===== config.mk =====
export PLATFORM = sky130hd
export DESIGN_NAME = dma_sched
export DESIGN_NICKNAME = d
export VERILOG_FILES = /design/src/rtl/dma_sched.sv
export SDC_FILE = /design/constraint.sdc
export NUM_CORES = 1
export LEC_CHECK = 0
export BUFFER_PORTS_ARGS = -buffer_cell sky130_fd_sc_hd__buf_2
export CAP_MARGIN = 20
export CORE_MARGIN = 2
export CORE_UTILIZATION = 51
export DETAILED_ROUTE_END_ITERATION = 12
export PLACE_DENSITY = 0.83
export REMOVE_ABC_BUFFERS = 1
export SYNTH_ARGS = -nofsm -noshare
export SYNTH_HDL_FRONTEND = slang
export SYNTH_SLANG_ARGS = --single-unit

===== constraint.sdc =====
create_clock -name clk -period 3.1 [get_ports clk]
set_input_delay 0.155 -clock clk [delete_from_list [all_inputs] [get_ports clk]]
set_output_delay 0.155 -clock clk [all_outputs]
set_load 0.02 [all_outputs]

===== src/rtl/dma_sched.sv =====
// dma_sched: shares the DMA engine's port interface between Z80 writes and
// two hardware channels. An idle scheduler forwards Z80 strobes. A granted
// channel has its 9-byte descriptor replayed as one strobe per cycle,
// with the launch strobe last. The scheduler then waits for the engine to
// go idle before it reports completion.
// Optional feature: define DMA_SCHED_RR_EN for round-robin arbitration.
// If the macro is undefined, channel 0 has fixed priority over channel 1.
module dma_sched (
  input  logic        clk,
  input  logic        rst_n,
  input  logic [8:0]  z_wr,
  input  logic [7:0]  z_data,
  input  logic [1:0]  ch_req,
  input  logic [71:0] ch_desc0,
  input  logic [71:0] ch_desc1,
  input  logic        dma_act,
  output logic [8:0]  dmaport_wr,
  output logic [7:0]  dma_zdata,
  output logic [1:0]  ch_ack,
  output logic [1:0]  ch_done,
  output logic        busy,
  output logic        z_drop,
  input  logic        z_drop_clr
);

  typedef enum logic [1:0] {
    IDLE = 2'd0,
    LOAD = 2'd1,
    RUN  = 2'd2
  } state_t;

  localparam int unsigned NBYTES   = 9;
  localparam logic [3:0]  LAST_IDX = 4'd8;  // sequence position of the launch strobe
  localparam logic [1:0]  GUARD    = 2'd2;  // RUN cycles in which dma_act is not trusted

  state_t      state_q, state_d;
  logic [3:0]  idx_q, idx_d;
  logic [1:0]  guard_q, guard_d;
  logic [71:0] desc_q, desc_d;
  logic        owner_q, owner_d;
  logic [8:0]  wr_q, wr_d;
  logic [7:0]  zdata_q, zdata_d;
  logic [1:0]  ack_q, ack_d;
  logic        drop_q, drop_d;
  logic [1:0]  done_c;

  logic        grant_ch;
  logic [71:0] win_desc;
  logic [1:0]  owner_oh;
  logic [7:0]  desc_byte [NBYTES];

`ifdef DMA_SCHED_RR_EN
  logic rr_q, rr_d;
`endif

  // Split the latched descriptor into its byte lanes.
  generate
    for (genvar gi = 0; gi < NBYTES; gi++) begin : g_byte
      assign desc_byte[gi] = desc_q[8*gi +: 8];
    end
  endgenerate

  // Sequence position to descriptor byte. Bytes 7 (launch) and 8 (num) are
  // swapped so that the launch strobe is always the last one issued.
  function automatic logic [3:0] seq_byte(input logic [3:0] pos);
    logic [3:0] b;
    if (pos == 4'd7)      b = 4'd8;
    else if (pos == 4'd8) b = 4'd7;
    else                  b = pos;
    return b;
  endfunction

`ifdef DMA_SCHED_RR_EN
  // Round-robin: prefer the channel named by the pointer, else take the other.
  always_comb begin
    if (ch_req[rr_q]) grant_ch = rr_q;
    else              grant_ch = ~rr_q;
  end
`else
  // Fixed priority: channel 0 wins whenever it requests.
  always_comb begin
    grant_ch = ~ch_req[0];
  end
`endif

  assign win_desc = grant_ch ? ch_desc1 : ch_desc0;
  assign owner_oh = owner_q ? 2'b10 : 2'b01;

  // Next-state logic for the scheduler FSM. It also prepares the strobe,
  // data and ack values that appear in the next cycle.
  always_comb begin
    state_d = state_q;
    idx_d   = idx_q;
    guard_d = guard_q;
    desc_d  = desc_q;
    owner_d = owner_q;
    wr_d    = '0;
    zdata_d = zdata_q;
    ack_d   = '0;
    done_c  = '0;
    drop_d  = drop_q & ~z_drop_clr;
`ifdef DMA_SCHED_RR_EN
    rr_d    = rr_q;
`endif
    case (state_q)
      IDLE: begin
        if (z_wr != 9'd0) begin
          // A Z80 write has priority and pushes any grant back by a cycle.
          wr_d    = z_wr;
          zdata_d = z_data;
        end else if ((ch_req != 2'b00) && !dma_act) begin
          // Grant. Byte 0 is issued straight from the winner's descriptor,
          // so the strobes line up with the cycles spent in LOAD.
          owner_d = grant_ch;
          desc_d  = win_desc;
          idx_d   = '0;
          wr_d    = 9'd1;
          zdata_d = win_desc[7:0];
          state_d = LOAD;
`ifdef DMA_SCHED_RR_EN
          rr_d    = ~grant_ch;
`endif
        end
      end
      LOAD: begin
        if (idx_q == LAST_IDX) begin
          state_d = RUN;
          guard_d = '0;
        end else begin
          idx_d   = idx_q + 4'd1;
          wr_d    = 9'd1 << seq_byte(idx_d);
          zdata_d = desc_byte[seq_byte(idx_d)];
          if (idx_d == LAST_IDX) begin
            ack_d = owner_oh;
          end
        end
      end
      RUN: begin
        if (guard_q != GUARD) begin
          guard_d = guard_q + 2'd1;
        end else if (!dma_act) begin
          done_c  = owner_oh;
          state_d = IDLE;
        end
      end
      default: begin
        state_d = IDLE;
      end
    endcase
    // A Z80 write is lost while a channel owns the port. A new drop
    // overrides a clear in the same cycle.
    if ((state_q != IDLE) && (z_wr != 9'd0)) begin
      drop_d = 1'b1;
    end
  end

  // State and output registers, with a synchronous active-low reset.
  always_ff @(posedge clk) begin
    if (!rst_n) begin
      state_q <= IDLE;
      idx_q   <= '0;
      guard_q <= '0;
      desc_q  <= '0;
      owner_q <= 1'b0;
      wr_q    <= '0;
      zdata_q <= '0;
      ack_q   <= '0;
      drop_q  <= 1'b0;
    end else begin
      state_q <= state_d;
      idx_q   <= idx_d;
      guard_q <= guard_d;
      desc_q  <= desc_d;
      owner_q <= owner_d;
      wr_q    <= wr_d;
      zdata_q <= zdata_d;
      ack_q   <= ack_d;
      drop_q  <= drop_d;
    end
  end

`ifdef DMA_SCHED_RR_EN
  // Round-robin pointer; it moves only on a grant.
  always_ff @(posedge clk) begin
    if (!rst_n) rr_q <= 1'b0;
    else        rr_q <= rr_d;
  end
`endif

  assign dmaport_wr = wr_q;
  assign dma_zdata  = zdata_q;
  assign ch_ack     = ack_q;
  assign ch_done    = done_c;
  assign busy       = (state_q != IDLE);
  assign z_drop     = drop_q;

endmodule

Word level (Yosys, flattened, before mapping)
Index checks and enable logic that the tools add are counted.

Add/sub/neg operators: 2. $lt $le $gt $ge: 1. Equality and inequality tests: 14. Shift operators: 1. Mux-type cells: 34. Bitwise logic cells: 8. Reduce and logical (&&, ||, !) cells: 15.

Operator list (count): $mux W72 (1); $mux W8 (5); $bmux W8 S4 (1); $mux W4 (7); $mux W2 (11); $mux W9 (2); $pmux W9 S2 (1); $ne A2 B2 Y1 const B (8); $pmux W8 S2 (1); $reduce_and A3 Y1 (3); $reduce_bool A9 Y1 (1); $shl A1 B4 Y9 const A (1); $eq A4 B4 Y1 const B (2); $pmux W4 S2 (1); $reduce_bool A2 Y1 (4); $not A1 Y1 (6); $pmux W2 S3 (1); $ge A5 B5 Y1 const B (1); $not A4 Y5 (1); $reduce_and A5 Y1 (1); $add A4 B1 Y4 const B (1); $eq A4 B3 Y1 const B (1); $pmux W2 S2 (1); $reduce_and A4 Y1 (1); other kinds (10) (12).

Flip-flop bits (word level): 101. Bits of input ports: 167. Output and inout port bits: 23. Logic and storage cells: 84.

Logic depth before layout (Yosys ltp)
Gate-level depths: netlist of the first run.

Depth in word-level cells: 12. Gate-level depth with buffers: 10.

Worst setup path after synthesis of the first run
Ideal clock, no wire load.

Path type: flip-flop to flip-flop. From: register idx_q[0]. To: register zdata_q[0] (netlist: dma_zdata[0]). Library setup time: 0.122 ns. Arrival: 2.052 ns. Setup slack: 0.926 ns. Stages on the path, launching flop included: 9. Period minus slack after synthesis: 2.174 ns. Cell sequence: dfxtp_1 -> inv_1 -> ha_1 -> inv_1 -> nor2_2 -> o21ai_1 -> o22ai_1 -> a211oi_1 -> a311o_1.

Longest elaborated chain between the ends: 12.

Ends and longest elaborated chain: from (decl) (line 37) `logic [3:0] idx_q, idx_d;`; from (signal assigned) (line 171) `idx_q <= idx_d;`; $add A4 B1 Y4 (line 130) `idx_d = idx_q + 4'd1;`; $eq A4 B4 Y1 (line 68) `else if (pos == 4'd8) b = 4'd7;`; $mux W4 (line 68); $mux W4 (line 67) `if (pos == 4'd7) b = 4'd8;`; $mux W4 (line 126) `if (idx_q == LAST_IDX) begin`; $mux W4 (line 105) `case (state_q)`; $not A4 Y5 (implied by the code) (line 132) `zdata_d = desc_byte[seq_byte(idx_d)];`; $bmux W8 S4 (line 132); $mux W8 (implied by the code) (2 in series) (line 132); $mux W8 (line 126); $pmux W8 S2 (line 105); to (signal assigned) (line 176) `zdata_q <= zdata_d;`; to (decl) (line 42) `logic [7:0] zdata_q, zdata_d;`.

Several ways; a longest one is shown, not always the timed one. The select of a mux whose other input is x is not followed. A chain may end at the register's enable or synchronous reset.

Worst setup path after layout of the first run
From: register idx_q[0]. To: register zdata_q[7] (netlist: dma_zdata[7]).

The elaborated chain is that of the path after synthesis.

==> flow_metrics.tcl, run 1 <==
set metrics [dict create \
    outcome "finished, final reports clean" \
    fin_area_sq_um 7088 \
    syn_area_sq_um 5757 \
    synth_top_area_share_pct 35.12 \
    synthCells 634 \
    endpoint_kind "register" \
    clock_path_buffers 2 \
    die-width_microns 110.2 \
    drt-pass1-iter-count 5 \
    crit_chain "inv_1, ha_1, nor2_1, a31oi_1, o32a_1, o21ai_0, a32o_1, a311o_1" \
    path_class "register to register" \
    cts_inserted_buffers 9 \
    clkSinkCount 101 \
    p_leak_uw 0.003861 \
    setup_viol 0 \
    required_ns 3.33 \
    route.detailed.drc 0 \
    dieArea_sq_um 12150 \
    wl_per_cell_microns 16.75 \
    antenna_cells 0 \
    synthToLayoutAreaGrowth_pct 23.13 \
    start_util_pct 52.64 \
    mostFrequentLayoutCell "buf_2" \
    coreArea_sq_um 10940 \
    wirelength_mm 15.88 \
    synthDistinctLibCells 52 \
    overflow 0 \
    synth_fa_ha_area_share_pct 1.304 \
    die_h_microns 110.2 \
    min_path_type "input pin to register" \
    clock_skew_ns 0.01123 \
    vdd_drop_max_mv 0.2422 \
    cts.clk_slew.worst_paths_ns 0.07 \
    grt_max_degree 93 \
    synth_edf_count 0 \
    final_cell_mix "buf_2 (188), dfxtp_1 (101), nand2_1 (89), mux2i_1 (81), o211a_1 (66)" \
    grt_setup_unrepaired "false" \
    cp_max_fo 10 \
    postCtsSetupBuffers 0 \
    portBuffers 189 \
    synthSimpleGateAreaFrac_pct 17.82 \
    cts_tree "yes" \
    drive_gt1_share_pct 29.33 \
    max-cap-violations 0 \
    grtUsageMet1_pct 32.28 \
    routabilityCongestion 0.8480 \
    final_antenna_net_count 0 \
    p_per_area_nw_per_um2 384.9 \
    critPathTopFamily "compound AO/OA/AOI/OAI gates" \
    ys_async_sr_fraction_pct 0 \
    clk-insertion-delay-late_ns 0.35 \
    h-tree-depth 3 \
    grt-busiest-layer "met2" \
    grt_pass1_vias 5338 \
    antenna_found_initial 0 \
    cts_root_buf "clkbuf_16" \
    grt_pass1_wl_mm 25.14 \
    seq_area_frac_synth_pct 35.12 \
    maxSlewViolCount 0 \
    setup_tns_ns 0 \
    grt.total_usage_pct 26.61 \
    hold_buffers 0 \
    synthFlopType "dfxtp_1" \
    fin_crit_sh_pct 87.85 \
    fin_cells 948 \
    postPlaceCellArea_sq_um 6792 \
    dpl.cell_count 932 \
    yosysWarnings 0 \
    ctsResizeCount 0 \
    syn_avg_cell_area_sq_um 9.080 \
    vias_per_cell 5.862 \
    relSlewSlack_pct 48.07 \
    max_stage_delay_ns 0.50 \
    cp.buffers_inverters 1 \
    global_route.usage.met2_pct 46.28 \
    min_period_ns 2.723 \
    slowest_stage "dfxtp_1" \
    max_clock_freq_ghz 0.3672 \
    tightest_slew_ns 0.7789 \
    routed-via-count 5557 \
    finalHoldViolCount 0 \
    met3_usage_pct 5.879 \
    num_rows 38 \
    drtIter0Drc 308 \
    worstSetupStartpointType "register" \
    synth_top_family_by_area "compound AO/OA/AOI/OAI gates" \
    arrival_ns 2.96 \
    synth_mux_area_share_pct 15.65 \
    finalNetCount 976 \
    synth_compound_area_share_pct 24.63 \
    synth_top_cell_by_area "dfxtp_1" \
    synth_xor_xnor_area_share_pct 0.3043 \
    synthTopCellsByArea "dfxtp_1 (35%), mux2i_1 (14%), o211a_1 (11%)" \
    dp_hpwl_mm 11.90 \
    pin_count 190 \
    ys_ff_latch 101 \
]
-- worst min-delay path, delay by kind of cell --
| family | cells | cell delay (ns) |
|---|---|---|
| and+or+nand+nor | 1 | 0.08 |
| buffers and inverters | 1 | 0.09 |
| AOI/OAI and AO/OA | 1 | 0.05 |
-- sequential cells by signal (all words and copies together) (netlist names) --
register    flops
desc_q         72
dmaport_wr      9
dma_zdata       8
idx_q           4
ch_ack          2
guard_q         2
state_q         2
owner_q         1
z_drop          1
-- synthesized netlist by cell type, drive strengths merged, types with 2 or more instances --
cell type    n
mux2         8
o31a         2
nor4         2
or3          3
o21ai       23
o22ai        9
nor2b       16
a21oi        6
a31oi        2
buf         31
clkbuf      17
nand3b      18
xnor2        2
a21boi       3
nand2       89
and3         2
nand3        9
a32o         8
dfxtp      101
a22o         8
o211ai       2
nor2        28
nor3         4
a311o        8
or2          2
nand2b      17
a311oi       8
mux2i       81
ha           6
inv         15
o211a       66
and2        13
o21a         3
a211oi       8
a22oi        7
-- layout make-up --
type / instances / area, sq um
Tap cell: 140 / 175.2
Fill cell: 919 / 3847
Sequential cell: 101 / 2022
Clock inverter: 6 / 67.56
Timing Repair Buffer: 206 / 1101
Clock buffer: 10 / 229.0
Inverter: 15 / 56.30
Multi-Input combinational cell: 470 / 3437
-- routing by layer --
metal | up-vias | wire length, microns
li1 | 2673 | -
met1 | 2571 | 6570
met2 | 257 | 7611
met3 | 56 | 1172
met4 | 0 | 520
met5 | - | 0
-- through the flow --
stage          util [%]  hold slack, ns  setup WS, ns  total power [uW]
6_report          64.82         0.06322        0.3765              2728
5_1_grt           64.82         0.08679        0.2885              2820
4_1_cts           64.82         0.06094        0.4715              2742
3_5_place_dp      62.11          0.4192        0.4724              1651
3_3_place_gp      62.11          0.4057        0.6292              1639
2_1_floorplan         -          0.2725        -1.995              1467
-- logic make-up after synthesis --
kind of cell	Yosys count
and+or+nand+nor	205
buffers and inverters	63
AOI/OAI and AO/OA	168
xor gates and xnor gates	2
adders and majority gates	6
DFF	101
muxes	89
-- path summary, 6_finish.rpt --
path | cells past startpoint | startpoint | slack, ns | to
max | 8 | idx_q[0] | 0.38 | dma_zdata[7]
min | 3 | z_wr[8] | 0.06 | dmaport_wr[8]
max reg2reg | 8 | idx_q[0] | 0.38 | dma_zdata[7]
min reg2reg | 1 | owner_q | 0.46 | ch_ack[0]
-- where the power goes --
part | total, uW | switching [uW] | leakage [uW] | internal, uW
logic | 302 | 143 | 0.00290 | 159
registers | 1320 | 7.68 | 0.000818 | 1310
clock network | 1110 | 538 | 0.000144 | 571
total | 2730 | 689 | 0.00386 | 2040
No activity file was read; power rests on OpenSTA's default activity.
==> inputs of run 2 (changes only) <==
- BUFFER_PORTS_ARGS: -buffer_cell sky130_fd_sc_hd__buf_2 -> -buffer_cell sky130_fd_sc_hd__buf_4
==> run 2 against run 1 <==
Against the previous run:
- design area rose by 6.6%
- die area did not move
- critical path depth rose by 1
- core utilization rose by 4.3 points
- sequential power barely moved
- hold slack barely moved
- sequential cell count did not move
==> flow_metrics.tcl, run 2 (synthesis gave the netlist of run 1 again) <==
set metrics [dict create \
    outcome "finished, final reports clean" \
    min_path_type "input pin to register" \
    reg2reg_from "idx_q[1]" \
    grt.total_usage_pct 27.39 \
    clkSinkCount 101 \
    drt-pass1-iter-count 5 \
    mostFrequentLayoutCell "buf_4" \
    postPlaceCellArea_sq_um 7262 \
    post-route-util_pct 69.07 \
    p_per_area_nw_per_um2 370.4 \
    pre_cts_ws_ns 0.5400 \
    postCtsSetupBuffers 0 \
    max-cap-violations 0 \
    portBuffers 189 \
    cts_inserted_buffers 9 \
    final_antenna_net_count 0 \
    start_util_pct 52.64 \
    antenna_cells 0 \
    ctsResizeCount 0 \
    regMostFlops "desc_q" \
    worstSetupStartpointType "register" \
    min_from "z_wr[8]" \
    setup_viol 0 \
    relSlewSlack_pct 47.46 \
    setup_tns_ns 0 \
    route.detailed.drc 0 \
    cts_tree "yes" \
    drtIter0Drc 381 \
    overflow 0 \
    wirelength_mm 16.39 \
    clock_skew_ns 0.01020 \
    nFillCells 893 \
    fin_ws_ns 0.4547 \
    coreArea_sq_um 10940 \
    r2r_cells 9 \
    min_period_ns 2.645 \
    multi_input_area_sq_um 3437 \
    required_ns 3.33 \
    arrival_ns 2.88 \
    vdd_drop_max_mv 0.2994 \
    clk-insertion-delay-late_ns 0.35 \
    seq_area_sq_um 2022 \
    wl_per_cell_microns 17.29 \
    cp_max_fo 12 \
    routed-via-count 5510 \
    cts_root_buf "clkbuf_16" \
    cts.clk_slew.worst_paths_ns 0.08 \
    largest_reg_flops 72 \
    antenna_found_initial 0 \
    max_clock_freq_ghz 0.3780 \
    final_cell_mix "buf_4 (204), dfxtp_1 (101), nand2_1 (89), mux2i_1 (81), o211a_1 (66)" \
    p_leak_uw 0.004010 \
    die-width_microns 110.2 \
    grt_setup_unrepaired "false" \
    grt_max_degree 85 \
    fin_area_sq_um 7553 \
    grt_pass1_vias 5347 \
    finalNetCount 976 \
    dieArea_sq_um 12150 \
    holdPathEnd "dmaport_wr[8]" \
    grt_pass1_wl_mm 25.94 \
    dp_hpwl_mm 12.26 \
    synthToLayoutAreaGrowth_pct 31.21 \
    die_h_microns 110.2 \
    regToRegSetupSlack_ns 0.45 \
    num_rows 38 \
    path_class "register to register" \
    vias_per_cell 5.812 \
    hold_buffers 0 \
    whs_path_depth 3 \
    maxSlewViolCount 0 \
    h-tree-depth 3 \
    clock_path_buffers 2 \
    routabilityCongestion 0.9172 \
    fin_crit_sh_pct 85.33 \
    pin_count 190 \
    drive_gt1_share_pct 29.33 \
    r2r-end "dma_zdata[7]" \
    tightest_slew_ns 0.7881 \
    endpoint_kind "register" \
    finalHoldViolCount 0 \
]
## run 2: cell types whose count changed in the layout (fill, tap and decap cells not counted), sizes merged
| cell | previous run | this run |
|---|---|---|
| inv | 19 | 20 |
| clkinv | 2 | 1 |
## run 2: where the power goes
part,total [uW],leakage (uW),switching (uW),internal [uW]
clock,1120,0.000143,545,570
combinational,365,0.00305,143,222
sequential,1320,0.000818,7.89,1310
total,2800,0.00401,697,2100
## run 2: worst max-delay path by stage
stage,startpoint,endpoint,cells past startpoint
final,idx_q[1],dma_zdata[7],9
after global routing,idx_q[1],dma_zdata[1],7
after CTS,idx_q[0],dma_zdata[3],9
after detailed placement,idx_q[0],dma_zdata[3],9
after global placement,idx_q[0],dma_zdata[3],9
after floorplan,z_wr[2],idx_q[0],6
## run 2: critical path, stage by stage, from the launching register on
cell      delay, ns
dfxtp_1        0.51
ha_1           0.45
nand2b_1       0.18
a21boi_1       0.21
o21ai_1        0.17
buf_4          0.20
nor2b_1        0.29
buf_4          0.20
nand2b_1       0.06
a311o_1        0.26
## run 2: through the flow
| step | total power [uW] | hold WS (ns) | cells |
|---|---|---|---|
| floorplan | 1467 | 0.2725 | 586 |
| global route | 2897 | 0.08708 | 948 |
| detailed placement | 1714 | 0.4026 | 932 |
| global placement | 1706 | 0.4019 | 932 |
| CTS | 2817 | 0.04957 | 948 |
| finish | 2798 | 0.06302 | 948 |
## run 2: layout make-up
type | instances | share of cell area (%)
inverter | 15 | 0.7454
multi-input combinational | 470 | 45.50
tap | 140 | 2.319
sequential | 101 | 26.77
clock buffer | 10 | 3.031
timing repair buffer | 206 | 20.81
clock inverter | 6 | 0.8282
## run 2: routing by layer
layer / up-vias / GRT usage (%) / wire length, microns
met5: - / 0 / 0
met4: 0 / 9.018 / 374
met3: 31 / 4.586 / 1012
met2: 232 / 48.51 / 8330
met1: 2584 / 33.67 / 6677
li1: 2663 / - / -
==> inputs of run 3 (changes only) <==
- CORE_UTILIZATION: 51 -> 55
- PLACE_DENSITY: 0.83 -> 0.89
- clock period: 3.1 -> 3.3 ns (I/O delays scaled with it)
==> run 3 against run 2 <==
Against the previous run:
- global-route usage up 1.5 points
- highest routed layer unchanged
- sequential share of layout area rose by 0.56 points
- core utilization is 3.3 points higher
- clock skew decreased by 0.0035 ns
- register-to-register slack worse by 0.21 ns
- hold slack worse by 0.028 ns
- largest cell class unchanged
==> flow_metrics.tcl, run 3 (synthesis gave the netlist of run 1 again) <==
set metrics [dict create \
    maxSlewViolCount 0 \
    finalNetCount 970 \
    clk-insertion-delay-late_ns 0.38 \
    routed-via-count 5633 \
    cts_root_buf "clkbuf_8" \
    grt_max_degree 146 \
    worstSetupStartpointType "register" \
    antenna_found_initial 0 \
    min_period_ns 3.055 \
    vdd_drop_max_mv 0.1747 \
    path_class "register to register" \
    clock_skew_ns 0.006729 \
    postCtsSetupBuffers 0 \
    die_h_microns 106.3 \
    die-width_microns 106.3 \
    cts_tree "yes" \
    final_antenna_net_count 0 \
    wirelength_mm 16.29 \
    coreArea_sq_um 10230 \
    drtIter0Drc 371 \
    cp_max_fo 10 \
    dp_hpwl_mm 11.90 \
    nFillCells 773 \
    r2r_cells 9 \
    synthToLayoutAreaGrowth_pct 28.54 \
    ctsResizeCount 0 \
    post-route-util_pct 72.32 \
    relSlewSlack_pct 33.08 \
    routabilityCongestion 0.9715 \
    max_clock_freq_ghz 0.3273 \
    h-tree-depth 3 \
    start_util_pct 56.27 \
    clkSinkCount 101 \
    grt_setup_unrepaired "false" \
    grt_pass1_wl_mm 26.09 \
    wl_per_cell_microns 17.39 \
    tightest_slew_ns 1.002 \
    largest_reg_flops 72 \
    arrival_ns 3.33 \
    crit_chain "inv_1, ha_1, inv_1, a2bb2oi_1, o21ai_1, buf_4, nor2b_1, nand2b_1, a311o_1" \
    whs_path_depth 3 \
    hold_buffers 0 \
    clock_path_buffers 2 \
    grt_pass1_vias 5430 \
    route.detailed.drc 0 \
    vias_per_cell 6.012 \
    overflow 0 \
    final_cell_mix "buf_4 (199), dfxtp_1 (101), nand2_1 (89), mux2i_1 (81), o211a_1 (66)" \
    cpMostUsedCell "inv_1" \
    setup_viol 0 \
    endpoint_kind "register" \
    max-cap-violations 0 \
    max_stage_delay_ns 0.81 \
    drive_gt1_share_pct 28.84 \
    cts_inserted_buffers 9 \
    p_leak_uw 0.003936 \
    dieArea_sq_um 11300 \
    fin_hold_ws_ns 0.03546 \
    outcome "finished, final reports clean" \
    fin_crit_sh_pct 92.59 \
    portBuffers 189 \
    p_per_area_nw_per_um2 323.4 \
    min_path_type "input pin to register" \
    slowest_stage "nor2b_1" \
    antenna_cells 0 \
    cts.clk_slew.worst_paths_ns 0.10 \
    num_rows 37 \
    regMostFlops "desc_q" \
    setup_tns_ns 0 \
    required_ns 3.57 \
    finalHoldViolCount 0 \
    grt.total_usage_pct 28.91 \
    mostFrequentLayoutCell "buf_4" \
    drt-pass1-iter-count 6 \
    pin_count 190 \
]
-- run 3: changes by cell type in the layout (fill, tap and decap cells not counted), sizes merged --
cell    previous run  this run
bufinv             0         1
buf              206       200
clkbuf            10         9
inv               20        19
-- run 3: where the power goes --
part	total [uW]	leakage [uW]	internal [uW]	switching (uW)
Clock	813	0.000103	361	452
Sequential	1240	0.000818	1230	7.27
Combinational	342	0.00302	208	133
Total	2390	0.00394	1800	593
-- run 3: worst paths after layout --
path / from / endpoint / slack (ns)
setup / recovery: idx_q[0] / dma_zdata[0] / 0.24
hold / removal: z_wr[8] / dmaport_wr[8] / 0.04
setup reg to reg: idx_q[0] / dma_zdata[0] / 0.24
hold reg to reg: owner_q / ch_ack[0] / 0.49
-- run 3: per-stage QoR --
step           total power, uW  setup slack, ns  area [sq um]  instances
2_1_floorplan             1378           -1.805          5515        586
3_3_place_gp              1598           0.5982          7199        922
5_1_grt                   2475          0.03229          7400        937
6_report                  2393           0.2446          7400        937
3_5_place_dp              1608           0.4099          7199        922
4_1_cts                   2405           0.3657          7400        937
-- run 3: final cells by class --
| cell class | count | area [sq um] | area share [%] |
|---|---|---|---|
| inverters | 15 | 56.30 | 0.7609 |
| multi-input cells | 470 | 3437 | 46.45 |
| clock inverters | 6 | 76.32 | 1.031 |
| well taps | 136 | 170.2 | 2.300 |
| repair buffers | 200 | 1514 | 20.46 |
| clock buffers | 9 | 123.9 | 1.674 |
| flip-flops and latches | 101 | 2022 | 27.32 |
-- run 3: routing by layer --
layer,track usage (%),wire length [microns],share of wire (%),vias to the layer above
li1,-,-,-,2646
met1,34.92,6263,38,2600
met2,49.82,7995,49,331
met3,7.296,1590,9.8,56
met4,10.15,443,2.7,0
met5,0,0,0,-
-- run 3: worst max-delay path, delay by kind of cell (launching register included) --
kind            cells  cell delay [ns]
compound gates      3             0.48
fa+ha+maj           1             0.41
simple gates        2             0.96
buf+inv             3             0.57
flops               1             0.52
